===== src/rtl/multicycle_ctrl_fsm_if.sv =====
// multicycle_ctrl_fsm_if: control bus between the multicycle RV32I control FSM
// and its datapath. The FSM uses the master modport and the datapath the slave one.
// Optional MEM_HANDSHAKE_EN adds the mem_ready strobe from memory.
interface multicycle_ctrl_fsm_if #(
   parameter int CNT_W = 32
);
   logic [6:0]       part_of_inst;
   logic             alu_bcond;
   logic             halt_req;
`ifdef MEM_HANDSHAKE_EN
   logic             mem_ready;
`endif
   logic             pc_write;
   logic             pc_write_cond;
   logic             pc_source;
   logic             i_or_d;
   logic             mem_read;
   logic             mem_write;
   logic             ir_write;
   logic [1:0]       mem_to_reg;
   logic             reg_write;
   logic             alu_src_a;
   logic [1:0]       alu_src_b;
   logic [1:0]       alu_op;
   logic             halted;
   logic [CNT_W-1:0] instret;

   modport master (
`ifdef MEM_HANDSHAKE_EN
      input  mem_ready,
`endif
      input  part_of_inst, alu_bcond, halt_req,
      output pc_write, pc_write_cond, pc_source, i_or_d, mem_read, mem_write,
      output ir_write, mem_to_reg, reg_write, alu_src_a, alu_src_b, alu_op,
      output halted, instret
   );

   modport slave (
`ifdef MEM_HANDSHAKE_EN
      output mem_ready,
`endif
      output part_of_inst, alu_bcond, halt_req,
      input  pc_write, pc_write_cond, pc_source, i_or_d, mem_read, mem_write,
      input  ir_write, mem_to_reg, reg_write, alu_src_a, alu_src_b, alu_op,
      input  halted, instret
   );
endinterface


===== src/rtl/multicycle_ctrl_fsm.sv =====
// multicycle_ctrl_fsm: control FSM of the multicycle RV32I core.
// IF/ID/EX/MEM/WB/HALT with configurable fetch and data latencies and a
// retired-instruction counter. Outputs are registered: each transition loads
// the control word of the state being entered.
// Optional MEM_HANDSHAKE_EN: IF and MEM end on mem_ready instead of the counter.
module multicycle_ctrl_fsm #(
   parameter int IMEM_LAT = 4,
   parameter int DMEM_LAT = 4,
   parameter int CNT_W    = 32
) (
   input  logic                  clk,
   input  logic                  reset,
   multicycle_ctrl_fsm_if.master bus
);
   localparam int MAX_LAT = (IMEM_LAT > DMEM_LAT) ? IMEM_LAT : DMEM_LAT;
   localparam int WAIT_W  = $clog2(MAX_LAT + 1);
   localparam logic [WAIT_W-1:0] IF_LOAD  = WAIT_W'(IMEM_LAT - 1);
   localparam logic [WAIT_W-1:0] MEM_LOAD = WAIT_W'(DMEM_LAT - 1);

   localparam logic [6:0] OP_ARITH     = 7'b0110011;
   localparam logic [6:0] OP_ARITH_IMM = 7'b0010011;
   localparam logic [6:0] OP_LOAD      = 7'b0000011;
   localparam logic [6:0] OP_STORE     = 7'b0100011;
   localparam logic [6:0] OP_BRANCH    = 7'b1100011;
   localparam logic [6:0] OP_JAL       = 7'b1101111;
   localparam logic [6:0] OP_JALR      = 7'b1100111;
   localparam logic [6:0] OP_ECALL     = 7'b1110011;

   typedef enum logic [2:0] {S_IF, S_ID, S_EX, S_MEM, S_WB, S_HALT} state_t;

   typedef struct packed {
      logic       pc_write;
      logic       pc_write_cond;
      logic       pc_source;
      logic       i_or_d;
      logic       mem_read;
      logic       mem_write;
      logic       ir_write;
      logic [1:0] mem_to_reg;
      logic       reg_write;
      logic       alu_src_a;
      logic [1:0] alu_src_b;
      logic [1:0] alu_op;
      logic       halted;
   } ctrl_t;

   state_t            state_reg;
   logic [WAIT_W-1:0] wait_reg;
   logic [CNT_W-1:0]  instret_reg;
   ctrl_t             ctrl_reg;
   logic              phase_done;
   logic              if_last_entry;
   logic              if_last_stay;
   logic [6:0]        op;

   assign op = bus.part_of_inst;

`ifdef MEM_HANDSHAKE_EN
   // Memory tells us when the phase ends; ir_write is gated by mem_ready below.
   assign phase_done    = bus.mem_ready;
   assign if_last_entry = 1'b1;
   assign if_last_stay  = 1'b1;
`else
   // Phase ends when the wait counter has run down to zero.
   assign phase_done    = (wait_reg == '0);
   assign if_last_entry = (IMEM_LAT == 1);
   assign if_last_stay  = (wait_reg == WAIT_W'(1));
`endif

   // Opcodes that need an EX cycle; JAL, ECALL and unknown go straight to WB.
   function automatic logic needs_ex(input logic [6:0] o);
      return (o == OP_ARITH) || (o == OP_ARITH_IMM) || (o == OP_LOAD) ||
             (o == OP_STORE) || (o == OP_BRANCH) || (o == OP_JALR);
   endfunction

   // Control word for a state; last marks the final IF cycle (IR load).
   function automatic ctrl_t decode(input state_t s, input logic [6:0] o, input logic last);
      ctrl_t c;
      c = '0;
      case (s)
         S_IF: begin
            c.mem_read = 1'b1;
            c.ir_write = last;
         end
         S_ID: c.alu_src_b = 2'b10;
         S_EX: begin
            c.alu_src_a = 1'b1;
            if (o == OP_ARITH) begin
               c.alu_op = 2'b10;
            end else if (o == OP_ARITH_IMM) begin
               c.alu_src_b = 2'b10;
               c.alu_op    = 2'b10;
            end else if (o == OP_BRANCH) begin
               c.alu_op        = 2'b01;
               c.pc_write_cond = 1'b1;
               c.pc_source     = 1'b1;
            end else begin
               c.alu_src_b = 2'b10;
            end
         end
         S_MEM: begin
            c.i_or_d    = 1'b1;
            c.mem_read  = (o == OP_LOAD);
            c.mem_write = (o == OP_STORE);
         end
         S_WB: begin
            c.alu_src_b = 2'b01;
            c.pc_write  = 1'b1;
            c.pc_source = (o == OP_JAL) || (o == OP_JALR);
            c.reg_write = (o == OP_ARITH) || (o == OP_ARITH_IMM) || (o == OP_LOAD) ||
                          (o == OP_JAL) || (o == OP_JALR);
            if (o == OP_LOAD)
               c.mem_to_reg = 2'b01;
            else if ((o == OP_JAL) || (o == OP_JALR))
               c.mem_to_reg = 2'b10;
         end
         S_HALT: c.halted = 1'b1;
         default: c = '0;
      endcase
      return c;
   endfunction

   // State sequencing, latency counting, retire counting and output registers.
   always_ff @(posedge clk or negedge reset) begin
      if (!reset) begin
         state_reg   <= S_IF;
         wait_reg    <= IF_LOAD;
         instret_reg <= '0;
         ctrl_reg    <= decode(S_IF, 7'd0, IMEM_LAT == 1);
      end else begin
         case (state_reg)
            S_IF: begin
               if (phase_done) begin
                  state_reg <= S_ID;
                  ctrl_reg  <= decode(S_ID, op, 1'b0);
               end else begin
                  wait_reg <= wait_reg - WAIT_W'(1);
                  ctrl_reg <= decode(S_IF, op, if_last_stay);
               end
            end
            S_ID: begin
               if ((op == OP_ECALL) && bus.halt_req) begin
                  state_reg <= S_HALT;
                  ctrl_reg  <= decode(S_HALT, op, 1'b0);
               end else if (needs_ex(op)) begin
                  state_reg <= S_EX;
                  ctrl_reg  <= decode(S_EX, op, 1'b0);
               end else begin
                  state_reg <= S_WB;
                  ctrl_reg  <= decode(S_WB, op, 1'b0);
               end
            end
            S_EX: begin
               if ((op == OP_BRANCH) && bus.alu_bcond) begin
                  state_reg   <= S_IF;
                  wait_reg    <= IF_LOAD;
                  instret_reg <= instret_reg + CNT_W'(1);
                  ctrl_reg    <= decode(S_IF, op, if_last_entry);
               end else if ((op == OP_LOAD) || (op == OP_STORE)) begin
                  state_reg <= S_MEM;
                  wait_reg  <= MEM_LOAD;
                  ctrl_reg  <= decode(S_MEM, op, 1'b0);
               end else begin
                  state_reg <= S_WB;
                  ctrl_reg  <= decode(S_WB, op, 1'b0);
               end
            end
            S_MEM: begin
               if (phase_done) begin
                  state_reg <= S_WB;
                  ctrl_reg  <= decode(S_WB, op, 1'b0);
               end else begin
                  wait_reg <= wait_reg - WAIT_W'(1);
                  ctrl_reg <= decode(S_MEM, op, 1'b0);
               end
            end
            S_WB: begin
               state_reg   <= S_IF;
               wait_reg    <= IF_LOAD;
               instret_reg <= instret_reg + CNT_W'(1);
               ctrl_reg    <= decode(S_IF, op, if_last_entry);
            end
            S_HALT: ctrl_reg <= decode(S_HALT, op, 1'b0);
            default: begin
               state_reg <= S_IF;
               wait_reg  <= IF_LOAD;
               ctrl_reg  <= decode(S_IF, op, if_last_entry);
            end
         endcase
      end
   end

   assign bus.pc_write      = ctrl_reg.pc_write;
   assign bus.pc_write_cond = ctrl_reg.pc_write_cond;
   assign bus.pc_source     = ctrl_reg.pc_source;
   assign bus.i_or_d        = ctrl_reg.i_or_d;
   assign bus.mem_read      = ctrl_reg.mem_read;
   assign bus.mem_write     = ctrl_reg.mem_write;
`ifdef MEM_HANDSHAKE_EN
   assign bus.ir_write      = ctrl_reg.ir_write & bus.mem_ready;
`else
   assign bus.ir_write      = ctrl_reg.ir_write;
`endif
   assign bus.mem_to_reg    = ctrl_reg.mem_to_reg;
   assign bus.reg_write     = ctrl_reg.reg_write;
   assign bus.alu_src_a     = ctrl_reg.alu_src_a;
   assign bus.alu_src_b     = ctrl_reg.alu_src_b;
   assign bus.alu_op        = ctrl_reg.alu_op;
   assign bus.halted        = ctrl_reg.halted;
   assign bus.instret       = instret_reg;
endmodule


===== src/flat_wrapper.sv =====
// flat-port wrapper written by rule: the top's interface ports become plain ports
module multicycle_ctrl_fsm_flat 
#(
   parameter int IMEM_LAT = 4,
   parameter int DMEM_LAT = 4,
   parameter int CNT_W    = 32
)
  (clk, reset, bus_part_of_inst, bus_alu_bcond, bus_halt_req, bus_pc_write, bus_pc_write_cond, bus_pc_source, bus_i_or_d, bus_mem_read, bus_mem_write, bus_ir_write, bus_mem_to_reg, bus_reg_write, bus_alu_src_a, bus_alu_src_b, bus_alu_op, bus_halted, bus_instret);
  multicycle_ctrl_fsm_if #(.CNT_W(CNT_W)) bus_i ();
  input  logic clk;
  input  logic reset;
  input wire logic [$bits(bus_i.part_of_inst)-1:0] bus_part_of_inst;
  input wire logic [$bits(bus_i.alu_bcond)-1:0] bus_alu_bcond;
  input wire logic [$bits(bus_i.halt_req)-1:0] bus_halt_req;
  output wire logic [$bits(bus_i.pc_write)-1:0] bus_pc_write;
  output wire logic [$bits(bus_i.pc_write_cond)-1:0] bus_pc_write_cond;
  output wire logic [$bits(bus_i.pc_source)-1:0] bus_pc_source;
  output wire logic [$bits(bus_i.i_or_d)-1:0] bus_i_or_d;
  output wire logic [$bits(bus_i.mem_read)-1:0] bus_mem_read;
  output wire logic [$bits(bus_i.mem_write)-1:0] bus_mem_write;
  output wire logic [$bits(bus_i.ir_write)-1:0] bus_ir_write;
  output wire logic [$bits(bus_i.mem_to_reg)-1:0] bus_mem_to_reg;
  output wire logic [$bits(bus_i.reg_write)-1:0] bus_reg_write;
  output wire logic [$bits(bus_i.alu_src_a)-1:0] bus_alu_src_a;
  output wire logic [$bits(bus_i.alu_src_b)-1:0] bus_alu_src_b;
  output wire logic [$bits(bus_i.alu_op)-1:0] bus_alu_op;
  output wire logic [$bits(bus_i.halted)-1:0] bus_halted;
  output wire logic [$bits(bus_i.instret)-1:0] bus_instret;
  assign bus_i.part_of_inst = bus_part_of_inst;
  assign bus_i.alu_bcond = bus_alu_bcond;
  assign bus_i.halt_req = bus_halt_req;
  assign bus_pc_write = bus_i.pc_write;
  assign bus_pc_write_cond = bus_i.pc_write_cond;
  assign bus_pc_source = bus_i.pc_source;
  assign bus_i_or_d = bus_i.i_or_d;
  assign bus_mem_read = bus_i.mem_read;
  assign bus_mem_write = bus_i.mem_write;
  assign bus_ir_write = bus_i.ir_write;
  assign bus_mem_to_reg = bus_i.mem_to_reg;
  assign bus_reg_write = bus_i.reg_write;
  assign bus_alu_src_a = bus_i.alu_src_a;
  assign bus_alu_src_b = bus_i.alu_src_b;
  assign bus_alu_op = bus_i.alu_op;
  assign bus_halted = bus_i.halted;
  assign bus_instret = bus_i.instret;
  multicycle_ctrl_fsm #(.IMEM_LAT(IMEM_LAT), .DMEM_LAT(DMEM_LAT), .CNT_W(CNT_W)) u_core (.clk(clk), .reset(reset), .bus(bus_i));
endmodule

===== config.mk =====
export PLATFORM = sky130hd
export DESIGN_NAME = multicycle_ctrl_fsm_flat
export DESIGN_NICKNAME = d
export VERILOG_FILES = /design/src/rtl/multicycle_ctrl_fsm_if.sv /design/src/rtl/multicycle_ctrl_fsm.sv /design/src/flat_wrapper.sv
export SDC_FILE = /design/constraint.sdc
export NUM_CORES = 1
export LEC_CHECK = 0
export CORE_MARGIN = 5
export CORE_UTILIZATION = 45
export DETAILED_ROUTE_END_ITERATION = 16
export HOLD_SLACK_MARGIN = 0.12
export PLACE_DENSITY = 0.85
export SLEW_MARGIN = 20
export SYNTH_ARGS = -nofsm -noshare
export SYNTH_HDL_FRONTEND = slang
export SYNTH_SLANG_ARGS = --single-unit

===== constraint.sdc =====
create_clock -name clk -period 5.5 [get_ports clk]
set_input_delay 0.55 -clock clk [delete_from_list [all_inputs] [get_ports clk]]
set_output_delay 0.55 -clock clk [all_outputs]
set_load 0.01 [all_outputs]

==> impl.org <==
** Yosys
- For this run, the number of Yosys warnings is 0.
- Area share of and/or/nand/nor cells after synthesis :: about a quarter
- Summing the areas of all fa, ha and maj instances in the mapped netlist gives under 10% of the synthesized area.
- Gate Count Post-Synth :: approximately 230
- Proportion of synthesized flip-flops having asynchronous set or reset :: 100%
- Netlist area before placement :: 2540 um^2
- Post-synth EDFFs :: 0
- Area share of xor/xnor cells in the synthesized design :: a little over a tenth
- Among all flip-flop cells after synthesis, the most frequent one is sky130_fd_sc_hd__dfrtp_1.
- Summing the areas of all compound-gate instances in the mapped netlist gives under 10% of the synthesized area.
- Share of synthesized area spent on multiplexers :: less than 1%
- By area, the combinational part of the netlist is dominated by simple AND/OR/NAND/NOR gates.
- The synthesized design contains 52 register bits.
- Proportion of synthesized chip area in sequential cells :: 51.3%
- Syn avg cell area :: between 10 and 15 um^2
- The number of nets in the synthesized netlist is 246.
- The synthesized netlist contains 46 unique library cells.

** Worst setup path
- The worst setup path is of the primary input to flop kind.
- Data arrives at the worst endpoint at 2.72 ns.
- For flop-to-flop paths, the worst setup slack is roughly 3.2 ns.
- Of all nets on the critical path, the largest fanout is 12.
- Worst EP required :: between 5 and 6 ns
- Counting cells, the worst reg-to-reg path comes to 5.
- Capturing point of the worst reg2reg path :: u_core.bus.instret[31]
- STA classifies the critical path startpoint as a primary input.
- Startpoint of the lowest-slack register-to-register path :: u_core.state_reg[2]
- The worst setup path is captured at a flop.

** Drt
- Residual DRC count :: 0
- Dividing the detail-routed wire length by the instance count gives about 15 um.
- Initial DRT Pass Iterations :: 4
- DRT iter0 DRCs :: 97
- Via count of the routed design :: just under 2000
- Dividing the detail-routed via count by the number of cells gives roughly 5.4.
- Post-route antenna net violation count :: 0
- After detailed routing, the total wire length is 5260 um.

** Finish
- The register with the most flip-flops in the layout has 32 of them.
- The net count of the finished layout is slightly above 300.
- Ratio of cells with drive above 1 in the final layout :: about 8.7%
- Count of placed standard cells in the final layout, fillers left out :: between 300 and 400
- After routing the design area is 3250 um^2.
- Area growth from synthesis to final layout :: 27.7%
- Antenna fix cells :: 0
- Leaving out fill and tap cells, the most frequent cell in the layout is sky130_fd_sc_hd__clkdlybuf4s50_1.
- Cells fill approximately three fifths of the core in the end.
- Leaving out fill and tap cells, the most frequent cells in the layout are 57 x sky130_fd_sc_hd__clkdlybuf4s50_1, 49 x sky130_fd_sc_hd__dfrtp_1, 23 x sky130_fd_sc_hd__xnor2_1.
- Count of filler cells inserted in the layout :: between 400 and 500

** GRT
- The number of global-route vias before repair is ~1900.
- For this run, the total global-route usage over all layers was measured as approximately 15%.
- The initial antenna violation count is 0.
- The first global-routing pass estimated 9110 um of wire.
- The total overflow left after global routing is 0.
- Largest net degree at the start of global routing :: 53

** Worst hold path
- The worst hold path belongs to the class primary input to asynchronous set/reset pin.

** Clocking
- Clock-pin slew on the worst setup and hold paths :: about 0.10 ns
- TritonCTS clock tree :: built
- Num CTS Buffers :: 5
- Once the clock tree was built, the resizer swapped 0 gates to a different size.
- Number of buffers inserted for hold repair after clock tree synthesis :: 0
- Number of setup buffers added after CTS :: 0
- Worst-skew pair later-pin latency :: about 0.30 ns
- The clock passes through at most 2 buffers.
- CTS Root Buffer Type :: sky130_fd_sc_hd__clkbuf_8
- Number of clock sinks :: 52
- The H-tree was split into 2 levels.

** Die
- Die Height :: approximately 85 um
- Std-Cell Core Area :: 5510 um^2
- During I/O placement, the number of pins put on the boundary was just under 60.
- Initial standard-cell utilization of the core :: 46.2%
- After floorplanning, the core was divided into 27 placement rows.
- Die X-Extent :: between 80 and 90 um
- Area of the die :: between 7000 and 8000 um^2

** STA
- Hold Worst Slack :: 0.252 ns
- Final Max Slew Viols :: 0
- Final setup fails :: 0
- Maximum clock rate :: between 0.3 and 0.4 GHz
- The number of hold violations in the final report is 0.
- Clock skew :: around 0.014 ns
- Crit path time final :: about 2.5 ns
- Dividing the final minimum period by the clock period gives 45.9%.
- Headroom to the max-slew limit came out at slightly below 60%.
- Measured slew at the worst slew-check pin :: 0.635 ns
- For the final routed database, the setup TNS stands at 0 ns.
- Setup repair after global routing left no endpoint under its margin.

** Job
- Max cap viols :: 0

** Pwr
- In this run the static leakage power is roughly 0.0014 uW.
- Worst supply voltage drop on vdd :: between 0.1 and 0.15 mV
- Power density over the cells :: about 330 nW/um^2

** Placed design
- Detailed Place HPWL :: around 3900 um
- Dpl cell area :: approximately 3200 um^2
- During placement, the flow inserted port buffers numbering 58.
- Routability-driven placement finished with a final weighted congestion of around 0.89.
- Counting tap cells, the placed design contains a total of 352 instances.

** Run status
- Run status :: finished, final reports clean
where the power goes:
part	switching [uW]	internal [uW]
logic	167	155
clock network	119	102
registers	72.5	440
total	358	697
metrics by stage:
step	total power (uW)	setup slack, ns
after global routing	1120	2.84
after global placement	828	2.80
final	1060	2.97
after floorplan	724	3.45
after detailed placement	840	2.67
after CTS	1060	2.98
worst max-delay path by stage:
stage / from / end / slack (ns) / cells after the start
4_1_cts: bus_part_of_inst[5] / u_core.bus.instret[31] / 2.98 / 6
5_1_grt: bus_part_of_inst[5] / u_core.bus.instret[31] / 2.84 / 6
6_report: bus_part_of_inst[5] / u_core.bus.instret[31] / 2.97 / 6
2_1_floorplan: u_core.wait_reg[0] / u_core.wait_reg[2] / 3.45 / 8
3_3_place_gp: bus_part_of_inst[5] / u_core.bus.instret[31] / 2.80 / 6
3_5_place_dp: bus_part_of_inst[5] / u_core.bus.instret[31] / 2.67 / 6
cells by family (layout without fill, tap and decap cells):
kind of cell / count (synthesis) / in the layout
AND/OR/NAND/NOR: 98 / 98
flip-flops: 52 / 52
XOR/XNOR: 31 / 31
buffers and inverters: 16 / 73
adder cells (fa/ha/maj): 4 / 4
AO/OA/AOI/OAI: 29 / 29
multiplexers: 1 / 1
cell type report:
cell class              instances  area [um^2]  share of cell area [%]
clock inverters                 1         7.51                   0.231
repair buffers                 58          578                    17.8
well taps                      72         90.1                    2.77
multi-input cells             163         1150                    35.5
flip-flops and latches         52         1310                    40.2
inverters                       7         26.3                   0.809
clock buffers                   7         86.3                    2.66
cells in the mapped netlist, types with 2 or more instances:
cell	instances	area, um^2
sky130_fd_sc_hd__and4bb_2	2	25.0
sky130_fd_sc_hd__nor3_1	4	20.0
sky130_fd_sc_hd__clkbuf_1	4	15.0
sky130_fd_sc_hd__ha_1	4	50.1
sky130_fd_sc_hd__buf_4	2	15.0
sky130_fd_sc_hd__xnor2_1	23	201
sky130_fd_sc_hd__and4_1	9	78.8
sky130_fd_sc_hd__buf_6	2	22.5
sky130_fd_sc_hd__a21oi_1	4	20.0
sky130_fd_sc_hd__dfstp_2	3	78.8
sky130_fd_sc_hd__nand2_1	15	56.3
sky130_fd_sc_hd__nand3_1	10	50.1
sky130_fd_sc_hd__nor2b_1	3	18.8
sky130_fd_sc_hd__inv_1	7	26.3
sky130_fd_sc_hd__and3b_1	2	17.5
sky130_fd_sc_hd__nor4_4	2	42.5
sky130_fd_sc_hd__nor4_1	2	12.5
sky130_fd_sc_hd__a21boi_0	2	15.0
sky130_fd_sc_hd__or2_2	2	12.5
sky130_fd_sc_hd__o21bai_1	2	15.0
sky130_fd_sc_hd__o21ai_0	8	40.0
sky130_fd_sc_hd__a31oi_1	4	25.0
sky130_fd_sc_hd__xor2_1	8	70.1
sky130_fd_sc_hd__dfrtp_1	49	1230
sky130_fd_sc_hd__a2111oi_0	2	17.5
sky130_fd_sc_hd__and3_1	7	43.8
sky130_fd_sc_hd__nand2b_1	5	31.3
sky130_fd_sc_hd__nand4_1	9	56.3
sky130_fd_sc_hd__nor2_1	18	67.6
worst max-delay path: stages:
cell,delay [ns]
sky130_fd_sc_hd__clkdlybuf4s50_1,0.59
sky130_fd_sc_hd__and3b_1,0.35
sky130_fd_sc_hd__a32oi_4,0.28
sky130_fd_sc_hd__nor4_2,0.59
sky130_fd_sc_hd__nand4_1,0.19
sky130_fd_sc_hd__xnor2_1,0.16
layer usage:
| metal | track usage (%) | part of all wire, % | wire, um | vias up |
|---|---|---|---|---|
| met3 | 3.30 | 5.7 | 299 | 2 |
| met1 | 19.9 | 43 | 2250 | 946 |
| met2 | 25.9 | 51 | 2680 | 53 |
| met5 | 0 | 0 | 0 | - |
| li1 | - | - | - | 928 |
| met4 | 4.75 | 0.48 | 25 | 0 |
(Power assumes the default switching activity.)
